==> src/rtl/maxpool2x2_stream_if.sv <==
// Stream bundle for maxpool2x2_stream: raster pixel input and pooled pixel output.
// The master side is the surrounding fabric; the slave side is the pooling block.
interface maxpool2x2_stream_if #(
  parameter int unsigned CH = 4
);
  logic            in_valid;
  logic            in_ready;
  logic [CH*16-1:0] in_data;
  logic            out_valid;
  logic            out_ready;
  logic [CH*16-1:0] out_data;
  logic            out_last;

  modport master (
    output in_valid, in_data, out_ready,
    input  in_ready, out_valid, out_data, out_last
  );

  modport slave (
    input  in_valid, in_data, out_ready,
    output in_ready, out_valid, out_data, out_last
  );
endinterface

==> src/rtl/maxpool2x2_stream.sv <==
// Streaming 2x2/stride-2 FP16 max-pool over CH lanes. Keeps half a row of horizontal
// maxima from the even row and emits one pooled pixel per window on the odd row.
module maxpool2x2_stream #(
  parameter int unsigned IMG_W = 24,
  parameter int unsigned IMG_H = 24,
  parameter int unsigned CH    = 4
) (
  input logic                clk,
  input logic                rst_n,
  maxpool2x2_stream_if.slave bus
);

  localparam int unsigned DW   = CH * 16;
  localparam int unsigned HALF = IMG_W / 2;
  localparam int unsigned CW   = (IMG_W > 1) ? $clog2(IMG_W) : 1;
  localparam int unsigned RW   = (IMG_H > 1) ? $clog2(IMG_H) : 1;
  localparam int unsigned LW   = (HALF > 1) ? $clog2(HALF) : 1;

  if ((IMG_W % 2) != 0 || IMG_W < 2) begin : g_bad_width
    $error("maxpool2x2_stream: IMG_W must be even and nonzero");
  end
  if ((IMG_H % 2) != 0 || IMG_H < 2) begin : g_bad_height
    $error("maxpool2x2_stream: IMG_H must be even and nonzero");
  end

  typedef enum logic {StEven, StOdd} phase_e;

  // Map FP16 onto an unsigned key whose integer order is the numeric order.
  function automatic logic [15:0] fp16_key(input logic [15:0] v);
    return v[15] ? ~v : (v | 16'h8000);
  endfunction

  function automatic logic [15:0] fp16_max(input logic [15:0] a, input logic [15:0] b);
    return (fp16_key(b) > fp16_key(a)) ? b : a;
  endfunction

  logic [CW-1:0] col_q, col_d;
  logic [RW-1:0] row_q, row_d;
  phase_e        phase_q, phase_d;
  logic [DW-1:0] hold_q, hold_d;
  logic [DW-1:0] out_data_q, out_data_d;
  logic          out_valid_q, out_valid_d;
  logic          out_last_q, out_last_d;

  logic [DW-1:0] linebuf_q [HALF];
  logic [LW-1:0] lb_idx;
  logic [DW-1:0] lb_rd;
  logic          lb_we;

  logic [DW-1:0] hmax, vmax;
  logic          in_ready, accept, col_last, row_last;

  assign in_ready = !out_valid_q || bus.out_ready;
  assign accept   = bus.in_valid && in_ready;
  assign col_last = (col_q == CW'(IMG_W - 1));
  assign row_last = (row_q == RW'(IMG_H - 1));
  assign lb_idx   = LW'(col_q >> 1);
  assign lb_rd    = linebuf_q[lb_idx];

  always_comb begin
    hmax = '0;
    vmax = '0;
    for (int unsigned k = 0; k < CH; k++) begin
      hmax[k*16 +: 16] = fp16_max(hold_q[k*16 +: 16], bus.in_data[k*16 +: 16]);
      vmax[k*16 +: 16] = fp16_max(lb_rd[k*16 +: 16], hmax[k*16 +: 16]);
    end
  end

  always_comb begin
    col_d       = col_q;
    row_d       = row_q;
    phase_d     = phase_q;
    hold_d      = hold_q;
    out_data_d  = out_data_q;
    out_last_d  = out_last_q;
    out_valid_d = out_valid_q;
    lb_we       = 1'b0;

    // A drain clears the output unless a fresh result overwrites it below.
    if (out_valid_q && bus.out_ready) begin
      out_valid_d = 1'b0;
    end

    if (accept) begin
      if (!col_q[0]) begin
        hold_d = bus.in_data;
      end else if (phase_q == StEven) begin
        lb_we = 1'b1;
      end else begin
        out_valid_d = 1'b1;
        out_data_d  = vmax;
        out_last_d  = row_last && col_last;
      end

      if (col_last) begin
        col_d = '0;
        if (row_last) begin
          row_d   = '0;
          phase_d = StEven;
        end else begin
          row_d   = row_q + RW'(1);
          phase_d = (phase_q == StEven) ? StOdd : StEven;
        end
      end else begin
        col_d = col_q + CW'(1);
      end
    end
  end

  always_ff @(posedge clk or negedge rst_n) begin
    if (!rst_n) begin
      col_q       <= '0;
      row_q       <= '0;
      phase_q     <= StEven;
      hold_q      <= '0;
      out_data_q  <= '0;
      out_valid_q <= 1'b0;
      out_last_q  <= 1'b0;
    end else begin
      col_q       <= col_d;
      row_q       <= row_d;
      phase_q     <= phase_d;
      hold_q      <= hold_d;
      out_data_q  <= out_data_d;
      out_valid_q <= out_valid_d;
      out_last_q  <= out_last_d;
    end
  end

  // Line buffer needs no reset: every entry is written on the even row before it is read.
  always_ff @(posedge clk) begin
    if (lb_we) begin
      linebuf_q[lb_idx] <= hmax;
    end
  end

  assign bus.in_ready  = in_ready;
  assign bus.out_valid = out_valid_q;
  assign bus.out_data  = out_data_q;
  assign bus.out_last  = out_last_q;

endmodule

==> src/flat_wrapper.sv <==
// flat-port wrapper written by rule: the top's interface ports become plain ports
module maxpool2x2_stream_flat 
#(
  parameter int unsigned IMG_W = 24,
  parameter int unsigned IMG_H = 24,
  parameter int unsigned CH    = 4
)
  (clk, rst_n, bus_in_valid, bus_in_data, bus_out_ready, bus_in_ready, bus_out_valid, bus_out_data, bus_out_last);
  maxpool2x2_stream_if #(.CH(CH)) bus_i ();
  input logic clk;
  input logic rst_n;
  input wire logic [$bits(bus_i.in_valid)-1:0] bus_in_valid;
  input wire logic [$bits(bus_i.in_data)-1:0] bus_in_data;
  input wire logic [$bits(bus_i.out_ready)-1:0] bus_out_ready;
  output wire logic [$bits(bus_i.in_ready)-1:0] bus_in_ready;
  output wire logic [$bits(bus_i.out_valid)-1:0] bus_out_valid;
  output wire logic [$bits(bus_i.out_data)-1:0] bus_out_data;
  output wire logic [$bits(bus_i.out_last)-1:0] bus_out_last;
  assign bus_i.in_valid = bus_in_valid;
  assign bus_i.in_data = bus_in_data;
  assign bus_i.out_ready = bus_out_ready;
  assign bus_in_ready = bus_i.in_ready;
  assign bus_out_valid = bus_i.out_valid;
  assign bus_out_data = bus_i.out_data;
  assign bus_out_last = bus_i.out_last;
  maxpool2x2_stream #(.IMG_W(IMG_W), .IMG_H(IMG_H), .CH(CH)) u_core (.clk(clk), .rst_n(rst_n), .bus(bus_i));
endmodule
==> config.mk <==
export PLATFORM = sky130hd
export DESIGN_NAME = maxpool2x2_stream_flat
export DESIGN_NICKNAME = d
export VERILOG_FILES = /design/src/rtl/maxpool2x2_stream_if.sv /design/src/rtl/maxpool2x2_stream.sv /design/src/flat_wrapper.sv
export SDC_FILE = /design/constraint.sdc
export NUM_CORES = 1
export LEC_CHECK = 0
export CAP_MARGIN = 10
export CORE_ASPECT_RATIO = 0.8
export CORE_MARGIN = 4
export CORE_UTILIZATION = 45
export CTS_BUF_LIST = sky130_fd_sc_hd__clkbuf_8
export DETAILED_ROUTE_END_ITERATION = 8
export PLACE_DENSITY = 0.59
export SLEW_MARGIN = 10
export SYNTH_ARGS = -nofsm -noshare
export SYNTH_HDL_FRONTEND = slang
export SYNTH_SLANG_ARGS = --single-unit
export TNS_END_PERCENT = 5
==> constraint.sdc <==
create_clock -name clk -period 16.91 [get_ports clk]
set_clock_uncertainty 0.05 [all_clocks]
set_input_delay 5.073 -clock clk [delete_from_list [all_inputs] [get_ports clk]]
set_output_delay 5.073 -clock clk [all_outputs]
set_load 0.02 [all_outputs]
* Word-level counts from Yosys, hierarchy flattened
Memory sizes are Yosys's and may differ from the RTL's.
Index checks and enable logic that the tools add are counted.
** Cells by class
- Add/sub/neg operators :: 2
- Multiply operators :: 0
- Div/mod/pow operators :: 0
- $lt $le $gt $ge :: 8
- Equality and inequality tests :: 2
- Shift operators :: 0
- Multiplexer cells :: 36
- Bitwise logic cells :: 17
- Reduce and logical (&&, ||, !) cells :: 8
** Operators by type and width (count)
- 2-to-1 mux 16 bit :: 24
- inverter 16 bit :: 16
- > comparator 16 bit :: 8
- adder 5 x 1 -> 5 bit (second input constant) :: 2
- == test 5 bit (second input constant) :: 2
- 2-to-1 mux 1 bit :: 10
- 2-to-1 mux 5 bit :: 2
- AND reduction 2 bit :: 2
- logical AND 1 bit :: 3
- AND reduction 3 bit :: 1
- logical NOT 1 bit :: 1
- logical OR 1 bit :: 1
- inverter 1 bit :: 1
** Word-level totals
- Register bits after elaboration :: 141
- Bits in latches :: 0
- Memory bits (writable) :: 768
- Memory bits (read-only) :: 0
- Input bits :: 68
- Output and inout port bits :: 67
- Word-level logic and storage cells :: 81
- Memories kept :: 1
** Memories
- u_core.linebuf_q :: words 12, width 64, read ports 1, clocked after memory_dff 0, write ports 1, RTL line maxpool2x2_stream.sv:45 : logic [DW-1:0] linebuf_q [HALF];

* Depth between registers and ports, before layout
Gate-level depths: netlist of the first run.
- Word-level depth :: 8
- Depth in mapped cells :: 22
- Gate-level depth less buffers :: 18

* Worst setup path after synthesis of the first run
OpenSTA, ideal clock, no wires.
- Path kind :: in2reg
- From :: input bus_out_ready
- To :: memory u_core.linebuf_q[0][0] (netlist name) (enable)
- Library setup time :: 0.565 ns
- Arrival :: 10.611 ns
- Data required time :: 16.295 ns
- Setup slack :: 5.684 ns
- Cell stages on the path :: 6
- Path buffers :: 1
- Cell sequence :: nand2b_1 > and2_1 > clkbuf_1 > nand2_1 > or4_1 > nor3_1
** On the way
- Word-level cells in the longest chain between the ends :: 5
** Ends and longest elaborated chain
- start, declared :: RTL line flat_wrapper.sv:14 : input wire logic [$bits(bus_i.out_ready)-1:0] bus_out_ready;
- logical OR 1 bit :: RTL line maxpool2x2_stream.sv:53 : assign in_ready = !out_valid_q || bus.out_ready;
- logical AND 1 bit :: RTL line maxpool2x2_stream.sv:54 : assign accept = bus.in_valid && in_ready;
- 2-to-1 mux 1 bit :: RTL line maxpool2x2_stream.sv:84 : if (accept) begin
- 2-to-1 mux 1 bit :: RTL line maxpool2x2_stream.sv:132 : if (lb_we) begin
- 2-to-1 mux 1 bit (not written as such) :: RTL line maxpool2x2_stream.sv:133 : linebuf_q[lb_idx] <= hmax;
- end, declared :: RTL line maxpool2x2_stream.sv:45
No other way between the ends.

* Worst setup path after layout of the first run
- From :: input bus_out_ready
- To :: output bus_in_ready
** On the way
- Word-level cells in the longest chain between the ends :: 1
** Ends and longest elaborated chain
- logical OR 1 bit :: RTL line maxpool2x2_stream.sv:53
- end, declared :: RTL line flat_wrapper.sv:15 : output wire logic [$bits(bus_i.in_ready)-1:0] bus_in_ready;
No other way between the ends.

==> impl_summary.txt, run 1 <==
----------------------------------------------------
[Placement]
  Estimated wirelength of the detail-placed design ... between 50000 and 60000 um
  Buffers added on ports ... 134
  Final weighted congestion in routability-driven placement ... around 0.8
  Area of placed instances ... 0.0436 sq mm
  Instance count after placement with tap cells included ... between 3k and 4k

[Die]
  Area of the core region ... 0.0898 sq mm
  FP Rows ... 98
  Die area ... 0.0957 sq mm
  Chip width ... 345 um
  IO Count ... ~140
  Initial core utilization ... 45.5%
  Die Ht ... 278 um

[GRT]
  Antenna violations before repair ... 3
  GRT Total Usage ... 19.5%
  First-pass GRT wire length ... 142000 um
  Largest net degree at the start of global routing ... about 120
  Leftover overflow at the end of global routing ... 0
  Vias in the first global route ... 23.5k

[Critical path]
  Slowest library cell on the worst path ... sky130_fd_sc_hd__clkdlybuf4s50_1
  Reg-to-reg critical path startpoint ... u_core.hold_q[31]$_DFFE_PN0P_
  Crit path arrival time ... 6290 ps
  Critical path start-end classification ... in2out
  Worst reg2reg setup slack ... 10500 ps
  Crit path required time ... between 10000 and 15000 ps
  Delay of the slowest critical-path stage ... just over 600 ps
  Origin of the worst setup path ... bus_out_ready
  Category of the worst setup path launch point ... input pin
  Depth of the worst register-to-register path ... 17
  Most numerous cell on the critical path ... sky130_fd_sc_hd__clkdlybuf4s50_1
  Peak fanout along the critical path ... 4
  CP Capture Type ... output pin
  Cell Chain, Critical Path ... clkdlybuf4s50_1 > nand2b_1 > clkdlybuf4s50_1
  Terminus of the critical flop-to-flop path ... u_core.bus.out_data[16]$_DFFE_PN0P_

[Clock tree]
  TritonCTS clock tree ... yes
  Post-CTS Repair Setup Buffers ... 0
  Maximum clock path buffer count ... 3
  Post-CTS Hold Buffers ... 0
  Root buffer selected by CTS ... sky130_fd_sc_hd__clkbuf_8
  Post-CTS sizing ... 0
  Worst skew pair latency ... 780 ps
  TritonCTS buffer count ... 149
  Number of sinks driven by the clock tree ... 909
  Clock transition at the registers of the reported paths ... around 50 ps
  CTS H-tree depth ... 4

[Cells and area]
  Design area ... 0.0463 sq mm
  Fill count ... 7359
  Synthesis-to-finish area growth ... 13.2%
  Layout cells sized above 1 ... 20.3%
  Net count, final ... 2833
  Layout Cells excl Fill ... about 4k
  Area of the multi-input gates ... 0.0136 sq mm
  Sequential cell area ... 0.0266 sq mm

[STA]
  Period utilisation layout ... 67.5%
  Final Hold Fails ... 0
  RSZ-0062 raised after global routing ... false
  Actual slew at the worst max-slew pin ... 1160 ps
  Relative slew margins ... between 20% and 30%
  Max Transition Viols Final ... 0
  Setup-failing EPs final ... 0
  Max Freq ... 87.6 MHz
  Minimum clock period ... 11410 ps
  Setup Total Neg Slack ... 0 ps

[Route]
  Avg WL per Cell ... between 20 and 25 um
  Remaining design rule violation count ... 0
  Post-DRT Antenna Nets ... 0
  Avg Vias per Cell ... between 5 and 6
  Routed WL ... ~92000 um
  Initial DRC Count ... roughly 1.4k
  Router iterations before antenna repair ... 5
  Routed vias ... 21.9k

[Synthesis]
  Sequential area share after synthesis ... 65.1%
  Number of distinct library cells after synthesis ... 67
  Fraction of synthesis flops using an asynchronous set or reset pin ... 15.5%
  Cell area after technology mapping ... 0.0409 sq mm
  Net count after synthesis ... 2636
  Syn. warnings ... 0
  Post-Synthesis Mean Instance Area ... ~17 sq um
  Post-synthesis sequential element count ... 909
  Most used flip-flop cell after synthesis ... sky130_fd_sc_hd__edfxtp_1
  Count of mapped cells out of synthesis ... 2442
  EDFF count, synth ... 768

[Hold path]
  Hold Crit Endpoint ... u_core.bus.out_last$_DFFE_PN0P_
  Worst Hold Class ... reg2reg
  Hold Startpoint ... u_core.bus.out_last$_DFFE_PN0P_
  Hold path cells ... 2

[Pwr]
  Power density over the cells ... 223 mW/mm^2
  IR Drop Worst-Case VDD ... approximately 150 uV
  Leakage ... 16.2 nW

[Flow run]
  Reported max-cap violation count ... 0

[Status]
  Status ... finished, final reports clean

----------------------------------------------------
-- Yosys cell counts (3+ instances only) --
master,count,area [sq um]
sky130_fd_sc_hd__nor4_1,5,31.3
sky130_fd_sc_hd__nand2b_1,10,62.6
sky130_fd_sc_hd__o211ai_1,8,60.1
sky130_fd_sc_hd__mux2_2,100,1130
sky130_fd_sc_hd__dfrtp_1,141,3530
sky130_fd_sc_hd__edfxtp_1,768,23100
sky130_fd_sc_hd__buf_2,35,175
sky130_fd_sc_hd__nor3_1,7,35.0
sky130_fd_sc_hd__o31ai_1,5,37.5
sky130_fd_sc_hd__nor2_1,86,323
sky130_fd_sc_hd__o21ai_0,69,345
sky130_fd_sc_hd__mux4_2,192,4320
sky130_fd_sc_hd__xor2_1,93,815
sky130_fd_sc_hd__and2_1,9,56.3
sky130_fd_sc_hd__inv_1,57,214
sky130_fd_sc_hd__nand4_1,27,169
sky130_fd_sc_hd__a31o_2,13,114
sky130_fd_sc_hd__and3_1,5,31.3
sky130_fd_sc_hd__o21ai_1,18,90.1
sky130_fd_sc_hd__buf_6,3,33.8
sky130_fd_sc_hd__nor2b_1,8,50.1
sky130_fd_sc_hd__buf_4,4,30.0
sky130_fd_sc_hd__a21o_1,7,52.6
sky130_fd_sc_hd__ha_1,126,1580
sky130_fd_sc_hd__o21a_1,7,52.6
sky130_fd_sc_hd__nand3_1,13,65.1
sky130_fd_sc_hd__mux2_1,18,203
sky130_fd_sc_hd__clkbuf_1,64,240
sky130_fd_sc_hd__buf_1,20,75.1
sky130_fd_sc_hd__a211o_1,4,35.0
sky130_fd_sc_hd__nand2_1,108,405
sky130_fd_sc_hd__a211oi_1,8,60.1
sky130_fd_sc_hd__xnor2_1,149,1310
sky130_fd_sc_hd__mux2i_1,110,1100
sky130_fd_sc_hd__a21oi_1,100,500
-- cell usage in the layout (no fill, tap or decap), types with 7 or more instances in the layout --
cell type                           n
sky130_fd_sc_hd__nand2b_1           9
sky130_fd_sc_hd__mux4_2           192
sky130_fd_sc_hd__nor2b_1            8
sky130_fd_sc_hd__clkinv_1          26
sky130_fd_sc_hd__mux2_2           100
sky130_fd_sc_hd__a21o_1             7
sky130_fd_sc_hd__clkbuf_8         158
sky130_fd_sc_hd__o211ai_1           8
sky130_fd_sc_hd__ha_1             126
sky130_fd_sc_hd__nand3_1           12
sky130_fd_sc_hd__xor2_1            93
sky130_fd_sc_hd__a21oi_1           99
sky130_fd_sc_hd__a211oi_1           8
sky130_fd_sc_hd__nand2_1          108
sky130_fd_sc_hd__mux2_1            18
sky130_fd_sc_hd__o21a_1             7
sky130_fd_sc_hd__a31o_2            13
sky130_fd_sc_hd__inv_1            118
sky130_fd_sc_hd__nor2_4             8
sky130_fd_sc_hd__clkinv_2          12
sky130_fd_sc_hd__clkdlybuf4s50_1  133
sky130_fd_sc_hd__and2_1             9
sky130_fd_sc_hd__dfrtp_1          137
sky130_fd_sc_hd__nand4_1           27
sky130_fd_sc_hd__buf_4             36
sky130_fd_sc_hd__nor2_1            78
sky130_fd_sc_hd__edfxtp_1         768
sky130_fd_sc_hd__xnor2_1          149
sky130_fd_sc_hd__o21ai_1           18
sky130_fd_sc_hd__mux2i_1          110
sky130_fd_sc_hd__o21ai_0           69
-- per-stage QoR --
step | power [W] | hold WS (ps) | util (%) | setup slack, ps
floorplan | 0.00732 | 411 | - | 5680
global placement | 0.00854 | 418 | 48.6 | 5500
detailed placement | 0.00869 | 417 | 48.6 | 5330
CTS | 0.0105 | 430 | 51.5 | 5490
global route | 0.0111 | 468 | 51.5 | 5450
finish | 0.0103 | 430 | 51.5 | 5500
-- critical path: cells and delay by family --
kind,cells,cell delay [ps]
buf+inv,2,1070
simple gates,1,140
-- flip-flops by register name, summed over array words and instances, names as in the netlist --
| register | count |
|---|---|
| u_core.bus.out_valid | 1 |
| u_core.phase_q | 1 |
| u_core.row_q | 5 |
| u_core.bus.out_last | 1 |
| u_core.linebuf_q | 768 |
| u_core.bus.out_data | 64 |
| u_core.col_q | 5 |
| u_core.hold_q | 64 |
-- worst max-delay path by stage --
| stage | endpoint | slack [ps] |
|---|---|---|
| final | bus_in_ready | 5500 |
| after global routing | bus_in_ready | 5450 |
| after CTS | bus_in_ready | 5490 |
| after detailed placement | u_core.bus.out_data[6]$_DFFE_PN0P_ | 5330 |
| after global placement | bus_in_ready | 5500 |
| after floorplan | u_core.linebuf_q[0][0]$_DFFE_PP_ | 5680 |
-- metal layers --
layer | GRT usage, % | share of wire (%) | wire (um)
met1 | 26.5 | 44 | 40400
met2 | 32.4 | 50 | 46200
met5 | 0 | 0 | 0
met3 | 3.01 | 4.0 | 3720
met4 | 5.86 | 2.0 | 1810
-- cell type report --
type                    instances  area share [%]
flip-flops and latches        909            57.5
multi-input cells            1348            29.4
clock buffers                 158            4.70
repair buffers                172            3.57
well taps                    1200            3.25
clock inverters               110            1.08
inverters                      59           0.479
diodes                          1         0.00541
-- cells by family after synthesis --
family                   synth area share [%]
XOR/XNOR                                 5.19
buffers and inverters                    1.90
AND/OR/NAND/NOR                          3.25
multiplexers                             16.6
adder cells (fa/ha/maj)                  3.92
AO/OA/AOI/OAI                            4.09
flip-flops                               65.1
-- report_power, final --
| part | switching, W | internal (W) | total, W |
|---|---|---|---|
| clock | 0.000861 | 0.000878 | 0.00174 |
| sequential | 0.000255 | 0.00318 | 0.00344 |
| combinational | 0.00292 | 0.00223 | 0.00515 |
| total | 0.00404 | 0.00629 | 0.0103 |
No activity file was read; power rests on OpenSTA's default activity.
==> inputs of run 2 (changes only) <==
==> constraint.sdc (replaced) <==
create_clock -name clk -period 11.7 [get_ports clk]
set_clock_uncertainty 0.05 [all_clocks]
set_input_delay 3.51 -clock clk [delete_from_list [all_inputs] [get_ports clk]]
set_output_delay 3.51 -clock clk [all_outputs]
set_load 0.02 [all_outputs]
==> impl_summary.txt, run 2 (synthesis gave the netlist of run 1 again) <==
----------------------------------------------------
[Status]
  Status ... finished, final reports clean (unchanged)

[STA]
  Max Freq ... 108 MHz
  Max Transition Viols Final ... 0 (unchanged)
  Actual slew at the worst max-slew pin ... 1110 ps (was 1160 ps)
  Setup-failing EPs final ... 0 (unchanged)
  Setup Total Neg Slack ... 0 ps (unchanged)
  Final Hold Fails ... 0 (unchanged)
  Period utilisation layout ... 79.3%
  RSZ-0062 raised after global routing ... false (unchanged)
  Relative slew margins ... 25.8% (was 22.9%)
  Minimum clock period ... 9270 ps
  Final worst slack ... 2430 ps (was 5500 ps)

[Critical path]
  Terminus of the critical flop-to-flop path ... u_core.bus.out_data[11]$_DFFE_PN0P_ (was u_core.bus.out_data[16]$_DFFE_PN0P_)
  Crit path arrival time ... 9830 ps (was 6290 ps)
  Worst reg2reg setup slack ... 5310 ps (was 10500 ps)
  Delay of the slowest critical-path stage ... 930 ps (was 620 ps)
  Depth of the worst register-to-register path ... 16 (was 17)
  Cell Chain, Critical Path ... clkdlybuf4s50_1 > xor2_1 > ha_1 > nand4_1 > a2111o_1 > a31oi_4 > mux2i_4 > xnor2_1 > ha_1 > and3_1 > a221o_1 > a31oi_1 > o221ai_1 > o21ai_0 > maj3_4 > mux2i_1 > o21ai_0 (was clkdlybuf4s50_1 > nand2b_1 > clkdlybuf4s50_1)
  Critical path start-end classification ... in2reg (was in2out)
  Peak fanout along the critical path ... 18 (was 4)
  Slowest library cell on the worst path ... sky130_fd_sc_hd__clkdlybuf4s50_1 (unchanged)
  Reg-to-reg critical path startpoint ... u_core.hold_q[15]$_DFFE_PN0P_ (was u_core.hold_q[31]$_DFFE_PN0P_)
  Origin of the worst setup path ... bus_in_data[15] (was bus_out_ready)
  Crit path required time ... 12260 ps (was 11790 ps)
  CP Capture Type ... flip-flop (was output pin)
  Category of the worst setup path launch point ... input pin (unchanged)

[GRT]
  Antenna violations before repair ... 1 (was 3)
  Leftover overflow at the end of global routing ... 0 (unchanged)
  First-pass GRT wire length ... 143000 um (was 142000 um)
  Vias in the first global route ... 23.7k (was 23.5k)
  Largest net degree at the start of global routing ... 118 (was 122)
  GRT Total Usage ... 19.6% (was 19.5%)

[Hold path]
  Hold path cells ... 2 (unchanged)
  Hold Crit Endpoint ... u_core.bus.out_last$_DFFE_PN0P_ (unchanged)
  Worst Hold Class ... reg2reg (unchanged)
  Hold Startpoint ... u_core.bus.out_last$_DFFE_PN0P_ (unchanged)

[Pwr]
  IR Drop Worst-Case VDD ... 220 uV (was 146 uV)
  Leakage ... 16.1 nW (was 16.2 nW)
  Power density over the cells ... 323 mW/mm^2 (was 223 mW/mm^2)

[Route]
  Routed vias ... 21.9k (about the same)
  Router iterations before antenna repair ... 5 (unchanged)
  Avg WL per Cell ... 23.4 um (was 23.3 um)
  Remaining design rule violation count ... 0 (unchanged)
  Avg Vias per Cell ... 5.54 (was 5.53)
  Initial DRC Count ... 1551 (was 1439)
  Post-DRT Antenna Nets ... 0 (unchanged)
  Routed WL ... 92200 um (about the same)

[Flow run]
  Reported max-cap violation count ... 0 (unchanged)

[Placement]
  Worst slack at placement ... 1680 ps (was 5330 ps)
  Estimated wirelength of the detail-placed design ... 52900 um (was 53000 um)
  Area of placed instances ... 0.0436 sq mm (about the same)
  Final weighted congestion in routability-driven placement ... 0.811 (was 0.781)
  Buffers added on ports ... 134 (unchanged)

[Clock tree]
  Post-CTS Hold Buffers ... 0 (unchanged)
  TritonCTS clock tree ... yes (unchanged)
  Clock transition at the registers of the reported paths ... 60 ps (was 50 ps)
  Post-CTS sizing ... 0 (unchanged)
  Post-CTS Repair Setup Buffers ... 0 (unchanged)
  TritonCTS buffer count ... 145 (was 149)
  Root buffer selected by CTS ... sky130_fd_sc_hd__clkbuf_8 (unchanged)
  Number of sinks driven by the clock tree ... 909 (unchanged)
  CTS H-tree depth ... 4 (unchanged)
  Worst skew pair latency ... 780 ps (about the same)
  Maximum clock path buffer count ... 3 (unchanged)

[Cells and area]
  Net count, final ... 2831 (was 2833)
  Design area ... 0.0463 sq mm (about the same)
  Most frequent cells in the layout ... 768 x sky130_fd_sc_hd__edfxtp_1, 192 x sky130_fd_sc_hd__mux4_2, 153 x sky130_fd_sc_hd__clkbuf_8 (was 768 x sky130_fd_sc_hd__edfxtp_1, 192 x sky130_fd_sc_hd__mux4_2, 158 x sky130_fd_sc_hd__clkbuf_8)
  Number of flip-flops under the largest register name ... 768 (unchanged)
  Register with the most flip-flops ... u_core.linebuf_q (unchanged)
  Most common cell after layout, fill and taps aside ... sky130_fd_sc_hd__edfxtp_1 (unchanged)
  Layout cells sized above 1 ... 20.4% (was 20.3%)
  Synthesis-to-finish area growth ... 13.2% (about the same)

[Die]
  Die Ht ... 278 um (unchanged)
  Chip width ... 345 um (unchanged)
  IO Count ... 135 (unchanged)
  Area of the core region ... 0.0898 sq mm (unchanged)
  FP Rows ... 98 (unchanged)
  Initial core utilization ... 45.5% (unchanged)
  Die area ... 0.0957 sq mm (unchanged)

----------------------------------------------------
-- run 2: cell types whose count changed in the layout (fill, tap and decap cells not counted) --
| cell | before | now |
|---|---|---|
| sky130_fd_sc_hd__inv_1 | 118 | 109 |
| sky130_fd_sc_hd__clkbuf_8 | 158 | 153 |
| sky130_fd_sc_hd__bufinv_16 | 1 | 4 |
| sky130_fd_sc_hd__buf_4 | 36 | 38 |
| sky130_fd_sc_hd__clkinv_1 | 26 | 25 |
| sky130_fd_sc_hd__clkinv_2 | 12 | 11 |
| sky130_fd_sc_hd__clkinvlp_4 | 5 | 6 |
-- run 2: layout make-up --
class	count	area [sq um]
fillers	7400	43500
repair buffers	174	1670
well taps	1200	1500
inverters	59	221
multi-input cells	1348	13600
diodes	1	2.50
flip-flops and latches	909	26600
clock buffers	153	2110
clock inverters	103	556
-- run 2: worst max path at each step --
| stage | to | cells after the start | slack [ps] |
|---|---|---|---|
| floorplan | u_core.linebuf_q[0][0]$_DFFE_PP_ | 6 | 2040 |
| global placement | u_core.bus.out_data[6]$_DFFE_PN0P_ | 18 | 1900 |
| detailed placement | u_core.bus.out_data[5]$_DFFE_PN0P_ | 17 | 1680 |
| CTS | u_core.bus.out_data[11]$_DFFE_PN0P_ | 17 | 2540 |
| global route | u_core.bus.out_data[11]$_DFFE_PN0P_ | 17 | 2100 |
| finish | u_core.bus.out_data[11]$_DFFE_PN0P_ | 17 | 2430 |
-- run 2: worst max-delay path, delay by kind of cell --
family | cells | cell delay, ps
fa+ha+maj | 3 | 1200
mux | 2 | 1050
buf+inv | 1 | 930
simple gates | 2 | 380
compound gates | 7 | 2170
xor+xnor | 2 | 560
-- run 2: metrics by stage --
stage | utilization, % | cells | hold slack [ps] | power (W)
3_3_place_gp | 48.6 | 3690 | 420 | 0.0124
4_1_cts | 51.5 | 3946 | 442 | 0.0151
2_1_floorplan | - | 2442 | 411 | 0.0106
6_report | 51.5 | 3947 | 431 | 0.0149
5_1_grt | 51.5 | 3947 | 465 | 0.0161
3_5_place_dp | 48.6 | 3690 | 423 | 0.0125
-- run 2: per-layer routing --
metal | global-route usage (%) | vias up | wire [um]
met1 | 26.6 | 11439 | 40200
met4 | 5.38 | 0 | 1570
met2 | 32.8 | 466 | 46500
met5 | 0 | - | 0
met3 | 3.25 | 123 | 3930
li1 | - | 9856 | -
-- run 2: report_power, final --
part | internal [W] | switching (W)
sequential | 0.00460 | 0.000362
clock | 0.00130 | 0.00122
combinational | 0.00322 | 0.00423
==> inputs of run 3 (changes only) <==
--- a/config.mk
+++ b/config.mk
@@ -11,7 +11,7 @@
 export CORE_UTILIZATION = 45
 export CTS_BUF_LIST = sky130_fd_sc_hd__clkbuf_8
 export DETAILED_ROUTE_END_ITERATION = 8
-export PLACE_DENSITY = 0.59
+export PLACE_DENSITY = 0.61
 export SLEW_MARGIN = 10
 export SYNTH_ARGS = -nofsm -noshare
 export SYNTH_HDL_FRONTEND = slang
==> constraint.sdc (replaced) <==
create_clock -name clk -period 7.8 [get_ports clk]
set_clock_uncertainty 0.05 [all_clocks]
set_input_delay 2.34 -clock clk [delete_from_list [all_inputs] [get_ports clk]]
set_output_delay 2.34 -clock clk [all_outputs]
set_load 0.02 [all_outputs]
==> impl_summary.txt, run 3 (synthesis gave the netlist of run 1 again) <==
----------------------------------------------------
[Die]
  FP Rows ... 98 (unchanged)
  IO Count ... 135 (unchanged)
  Chip width ... 345 um (unchanged)
  Area of the core region ... 0.0898 sq mm (unchanged)
  Initial core utilization ... 45.5% (unchanged)
  Die Ht ... 278 um (unchanged)
  Die area ... 0.0957 sq mm (unchanged)

[Pwr]
  Power density over the cells ... 489 mW/mm^2 (was 323 mW/mm^2)
  Leakage ... 16.4 nW (was 16.1 nW)
  IR Drop Worst-Case VDD ... 338 uV (was 220 uV)

[Cells and area]
  Fill count ... 7321 (was 7400)
  Layout cells sized above 1 ... 21.7% (was 20.4%)
  Synthesis-to-finish area growth ... 14.5% (was 13.2%)
  Most frequent cells in the layout ... 768 x sky130_fd_sc_hd__edfxtp_1, 192 x sky130_fd_sc_hd__mux4_2, 158 x sky130_fd_sc_hd__clkbuf_8 (was 768 x sky130_fd_sc_hd__edfxtp_1, 192 x sky130_fd_sc_hd__mux4_2, 153 x sky130_fd_sc_hd__clkbuf_8)
  Area of the multi-input gates ... 0.0136 sq mm (about the same)
  Layout Cells excl Fill ... 3998 (was 3947)
  Register with the most flip-flops ... u_core.linebuf_q (unchanged)
  Net count, final ... 2870 (was 2831)
  Final core utilization ... 52.1% (was 51.5%)
  Most common cell after layout, fill and taps aside ... sky130_fd_sc_hd__edfxtp_1 (unchanged)
  Number of flip-flops under the largest register name ... 768 (unchanged)
  Sequential cell area ... 0.0266 sq mm (unchanged)

[Clock tree]
  Post-CTS sizing ... 0 (unchanged)
  Maximum clock path buffer count ... 3 (unchanged)
  Number of sinks driven by the clock tree ... 909 (unchanged)
  Clock transition at the registers of the reported paths ... 60 ps (about the same)
  TritonCTS clock tree ... yes (unchanged)
  Root buffer selected by CTS ... sky130_fd_sc_hd__clkbuf_8 (unchanged)
  CTS H-tree depth ... 4 (unchanged)
  Post-CTS Hold Buffers ... 0 (unchanged)
  TritonCTS buffer count ... 148 (was 145)
  Post-CTS Repair Setup Buffers ... 0 (unchanged)
  Worst skew pair latency ... 780 ps (about the same)

[Placement]
  Estimated wirelength of the detail-placed design ... 54400 um (was 52900 um)
  Worst slack at placement ... -170 ps (was 1680 ps)
  Final weighted congestion in routability-driven placement ... 0.831 (was 0.811)
  Buffers added on ports ... 134 (unchanged)
  Instance count after placement with tap cells included ... 3726 (was 3690)

[STA]
  Final Hold Fails ... 0 (unchanged)
  Actual slew at the worst max-slew pin ... 1270 ps (was 1110 ps)
  Max Transition Viols Final ... 0 (unchanged)
  Minimum clock period ... 7280 ps
  Final worst slack ... 515 ps (was 2430 ps)
  Max Freq ... between 100 and 150 MHz
  Setup-failing EPs final ... 0 (unchanged)
  RSZ-0062 raised after global routing ... false (unchanged)
  Relative slew margins ... 15.6% (was 25.8%)
  Period utilisation layout ... 93.4%

[Route]
  Post-DRT Antenna Nets ... 0 (unchanged)
  Router iterations before antenna repair ... 5 (unchanged)
  Routed vias ... 22.1k (was 21.9k)
  Avg WL per Cell ... 23.1 um (was 23.4 um)
  Avg Vias per Cell ... 5.52 (was 5.54)
  Routed WL ... 92300 um (was 92200 um)
  Remaining design rule violation count ... 0 (unchanged)
  Initial DRC Count ... 1538 (was 1551)

[GRT]
  GRT Total Usage ... 19.6% (about the same)
  Largest net degree at the start of global routing ... 81 (was 118)
  Vias in the first global route ... 23.8k (was 23.7k)
  Leftover overflow at the end of global routing ... 0 (unchanged)
  Antenna violations before repair ... 3 (was 1)
  First-pass GRT wire length ... 143000 um (unchanged)

[Critical path]
  CP Capture Type ... flip-flop (unchanged)
  Crit path arrival time ... 7850 ps (was 9830 ps)
  Crit path required time ... 8360 ps (was 12260 ps)
  Peak fanout along the critical path ... 17 (was 18)
  Category of the worst setup path launch point ... input pin (unchanged)
  Depth of the worst register-to-register path ... 18 (was 16)
  Critical path start-end classification ... in2reg (unchanged)

[Hold path]
  Hold path cells ... 2 (unchanged)
  Worst Hold Class ... reg2reg (unchanged)

[Flow run]
  Reported max-cap violation count ... 0 (unchanged)

[Status]
  Status ... finished, final reports clean (unchanged)

----------------------------------------------------
## run 3: power by group
part	switching [W]	internal, W	total (W)
Clock	0.00185	0.00194	0.00379
Sequential	0.000566	0.00690	0.00746
Combinational	0.00650	0.00513	0.0116
## run 3: worst paths after layout
path | from | end | slack [ps]
max | bus_in_data[31] | u_core.bus.out_data[27]$_DFFE_PN0P_ | 520
min | u_core.bus.out_data[38]$_DFFE_PN0P_ | u_core.bus.out_data[38]$_DFFE_PN0P_ | 440
max reg2reg | u_core.hold_q[31]$_DFFE_PN0P_ | u_core.bus.out_data[27]$_DFFE_PN0P_ | 1650
min reg2reg | u_core.bus.out_data[38]$_DFFE_PN0P_ | u_core.bus.out_data[38]$_DFFE_PN0P_ | 440
max in group asynchronous | rst_n | u_core.hold_q[61]$_DFFE_PN0P_ | 4590
min in group asynchronous | rst_n | u_core.hold_q[24]$_DFFE_PN0P_ | 1590
## run 3: per-stage QoR
stage | hold slack, ps | setup TNS (ps) | cell area [sq um] | power [W]
floorplan | 411 | -100800 | 40900 | 0.0159
global placement | 427 | 0 | 44100 | 0.0189
detailed placement | 429 | -2150 | 44100 | 0.0192
CTS | 442 | 0 | 46800 | 0.0231
global route | 471 | 0 | 46800 | 0.0245
finish | 438 | 0 | 46800 | 0.0229
## run 3: layout make-up
class	count	area share (%)
inverters	59	0.473
multi-input cells	1348	29.1
clock inverters	112	1.16
well taps	1200	3.21
diodes	2	0.0107
clock buffers	158	4.65
repair buffers	210	4.57
flip-flops and latches	909	56.9
## run 3: worst max-delay path, stage by stage
cell                              delay (ps)
sky130_fd_sc_hd__clkdlybuf4s50_1         440
sky130_fd_sc_hd__buf_12                  180
sky130_fd_sc_hd__xor2_1                  180
sky130_fd_sc_hd__ha_1                    330
sky130_fd_sc_hd__nand4_1                 200
sky130_fd_sc_hd__a2111oi_0               490
sky130_fd_sc_hd__nor3b_1                 130
sky130_fd_sc_hd__nor2_1                  210
sky130_fd_sc_hd__buf_12                  190
sky130_fd_sc_hd__mux2_2                  470
sky130_fd_sc_hd__xnor2_1                 170
sky130_fd_sc_hd__ha_1                    300
sky130_fd_sc_hd__nor2b_1                 130
sky130_fd_sc_hd__o211ai_1                200
sky130_fd_sc_hd__a211oi_1                130
sky130_fd_sc_hd__o41ai_1                 570
sky130_fd_sc_hd__a21oi_1                 210
sky130_fd_sc_hd__maj3_1                  630
sky130_fd_sc_hd__nand2_1                 190
sky130_fd_sc_hd__o221ai_1                130
## run 3: layer usage
layer / up-vias / wire length (um) / track usage, %
li1: 9941 / - / -
met1: 11497 / 41300 / 27.4
met2: 505 / 45400 / 32.1
met3: 135 / 3820 / 2.95
met4: 0 / 1760 / 5.54
met5: - / 0 / 0
==> edit: new RTL, flow settings as in run 1 <==
`CH` is set to 4 in 3 places; all go to 5.
--- a/src/rtl/maxpool2x2_stream_if.sv
+++ b/src/rtl/maxpool2x2_stream_if.sv
@@ -3,3 +3,3 @@
 interface maxpool2x2_stream_if #(
-  parameter int unsigned CH = 4
+  parameter int unsigned CH = 5
 );
--- a/src/rtl/maxpool2x2_stream.sv
+++ b/src/rtl/maxpool2x2_stream.sv
@@ -5,3 +5,3 @@
   parameter int unsigned IMG_H = 24,
-  parameter int unsigned CH    = 4
+  parameter int unsigned CH    = 5
 ) (
--- a/src/flat_wrapper.sv
+++ b/src/flat_wrapper.sv
@@ -5,3 +5,3 @@
   parameter int unsigned IMG_H = 24,
-  parameter int unsigned CH    = 4
+  parameter int unsigned CH    = 5
 )
Ports: changed (resized bus_in_data and bus_out_data); port bits go from 135 to 167. No check against the original RTL was run, so the function may have changed too.
==> edit against run 1 <==
Synthesized cell count is 24% higher; setup slack worse by 8.6 ps; count of clock-buffer cells in the layout is 31 higher; fmax hardly changed; total power is 20% higher; first-iteration DRC count is 35% higher; routed wire length is 27% higher; hold slack worse by 7.0 ps; final area is 24% higher; sequential cell count is 224 higher; area after synthesis is 24% higher.
==> edit: results (changes against run 1) <==
[synth]
syn_area_per_cell_um2=16.8  ; +0.35%
netlist_top_cells_count=edfxtp_1 (960), mux4_2 (240), xnor2_1 (208), dfrtp_1 (173), mux2i_1 (170)
synthArstFlopShare_pct=15.3  ; -0.24 points
synth_nets=3269  ; +24%
synthTopCellsByArea=edfxtp_1 (57%), mux4_2 (11%), dfrtp_1 (8.5%)
synth.distinct_cells=74  ; +10%
ys_seq_area_share_pct=65.2  ; +0.14 points

[global_route]
grt_max_degree=130  ; +6.6%
grt_pass1_vias=28900  ; +23%
grt_usage_pct=19.9  ; +0.41 points
antenna_found_initial=1  ; -2
use_met2_pct=32.0  ; -0.46 points
grtUsageMet1_pct=28.2  ; +1.7 points
grt_first_pass_wirelength_um=178000  ; +25%
met3_usage_pct=3.17  ; +0.16 points

[cts]
root_buffer=clkbuf_8
cts_buffers=180  ; +21%

[final_layout]
largest_reg_flops=960  ; +25%
drive_gt1_share_pct=19.8  ; -0.49 points
fin_nets=3512  ; +24%
fillers=9341  ; +27%

[pwr]
ir_drop_mv=0.178  ; +22%
p_leak_uw=0.0201  ; +24%

[setup_path]
worstPathArrival_ps=6300  ; about the same
r2r-end=u_core.bus.out_data[67]$_DFFE_PN0P_
r2r-start=u_core.col_q[1]$_DFFE_PN0P_
r2r_cells=16  ; -1

[timing]
max_slew_margin_pct=24.2  ; +1.3 points
fin_ws_ps=5490  ; -8.61 ps

[routing]
dr.pass1.iters=7  ; +2
via_per_inst=5.55  ; +0.36%
initialDrtViolationCount=1942  ; +35%

[placed_design]
place_inst=4601  ; +25%
place_ws_ps=5200  ; -129 ps
hpwlAfterDp_um=68900  ; +30%
numPortBuffers=166  ; +24%

[worst_hold_path]
worstHoldPathType=reg2reg

[status]
status=completed

-- edit: worst min-delay path by stage --
| stage | startpoint | end | slack, ps | depth (start not counted) |
|---|---|---|---|---|
| 2_1_floorplan | u_core.row_q[0]$_DFFE_PN0P_ | u_core.row_q[0]$_DFFE_PN0P_ | 430 | 1 |
| 3_3_place_gp | u_core.bus.out_last$_DFFE_PN0P_ | u_core.bus.out_last$_DFFE_PN0P_ | 430 | 2 |
| 3_5_place_dp | u_core.bus.out_last$_DFFE_PN0P_ | u_core.bus.out_last$_DFFE_PN0P_ | 420 | 2 |
| 4_1_cts | u_core.bus.out_last$_DFFE_PN0P_ | u_core.bus.out_last$_DFFE_PN0P_ | 430 | 2 |
| 5_1_grt | u_core.bus.out_last$_DFFE_PN0P_ | u_core.bus.out_last$_DFFE_PN0P_ | 450 | 2 |
| 6_report | u_core.bus.out_last$_DFFE_PN0P_ | u_core.bus.out_last$_DFFE_PN0P_ | 420 | 2 |
-- edit: cells by family after synthesis --
family                   count (synthesis)  synth area share [%]
XOR/XNOR                               302                  5.20
AND/OR/NAND/NOR                        352                  3.12
multiplexers                           532                  16.7
flip-flops                            1133                  65.2
adder cells (fa/ha/maj)                158                  3.89
buffers and inverters                  223                  1.85
AO/OA/AOI/OAI                          328                  4.01
-- edit: cell type report --
type	count	area, um^2	area share [%]
flip-flops and latches	1133	33200	57.6
multi-input cells	1672	16900	29.3
clock buffers	189	2600	4.52
diodes	1	2.50	0.00435
repair buffers	220	2100	3.64
inverters	64	240	0.417
clock inverters	142	683	1.19
well taps	1512	1890	3.29
-- edit: where the power goes --
group / leakage, uW / total, uW / internal [uW] / switching [uW]
registers: 0.0108 / 4180 / 3900 / 281
logic: 0.00738 / 6010 / 2570 / 3440
clock network: 0.00191 / 2150 / 1080 / 1070
-- edit: through the flow --
step / hold WS, ps / instance area [um^2]
floorplan: 429 / 50900
global placement: 429 / 54300
detailed placement: 416 / 54300
CTS: 430 / 57500
global route: 449 / 57500
finish: 423 / 57500
-- edit: layer usage --
layer | vias up | share of wire [%]
met4 | 0 | 1.9
met2 | 699 | 48
met3 | 143 | 4.9
met1 | 14200 | 46
met5 | - | 0
li1 | 12300 | -
-- edit: critical path: cells and delay by family --
kind          cells  cell delay (ps)
buf+inv           2             1060
simple gates      1              150
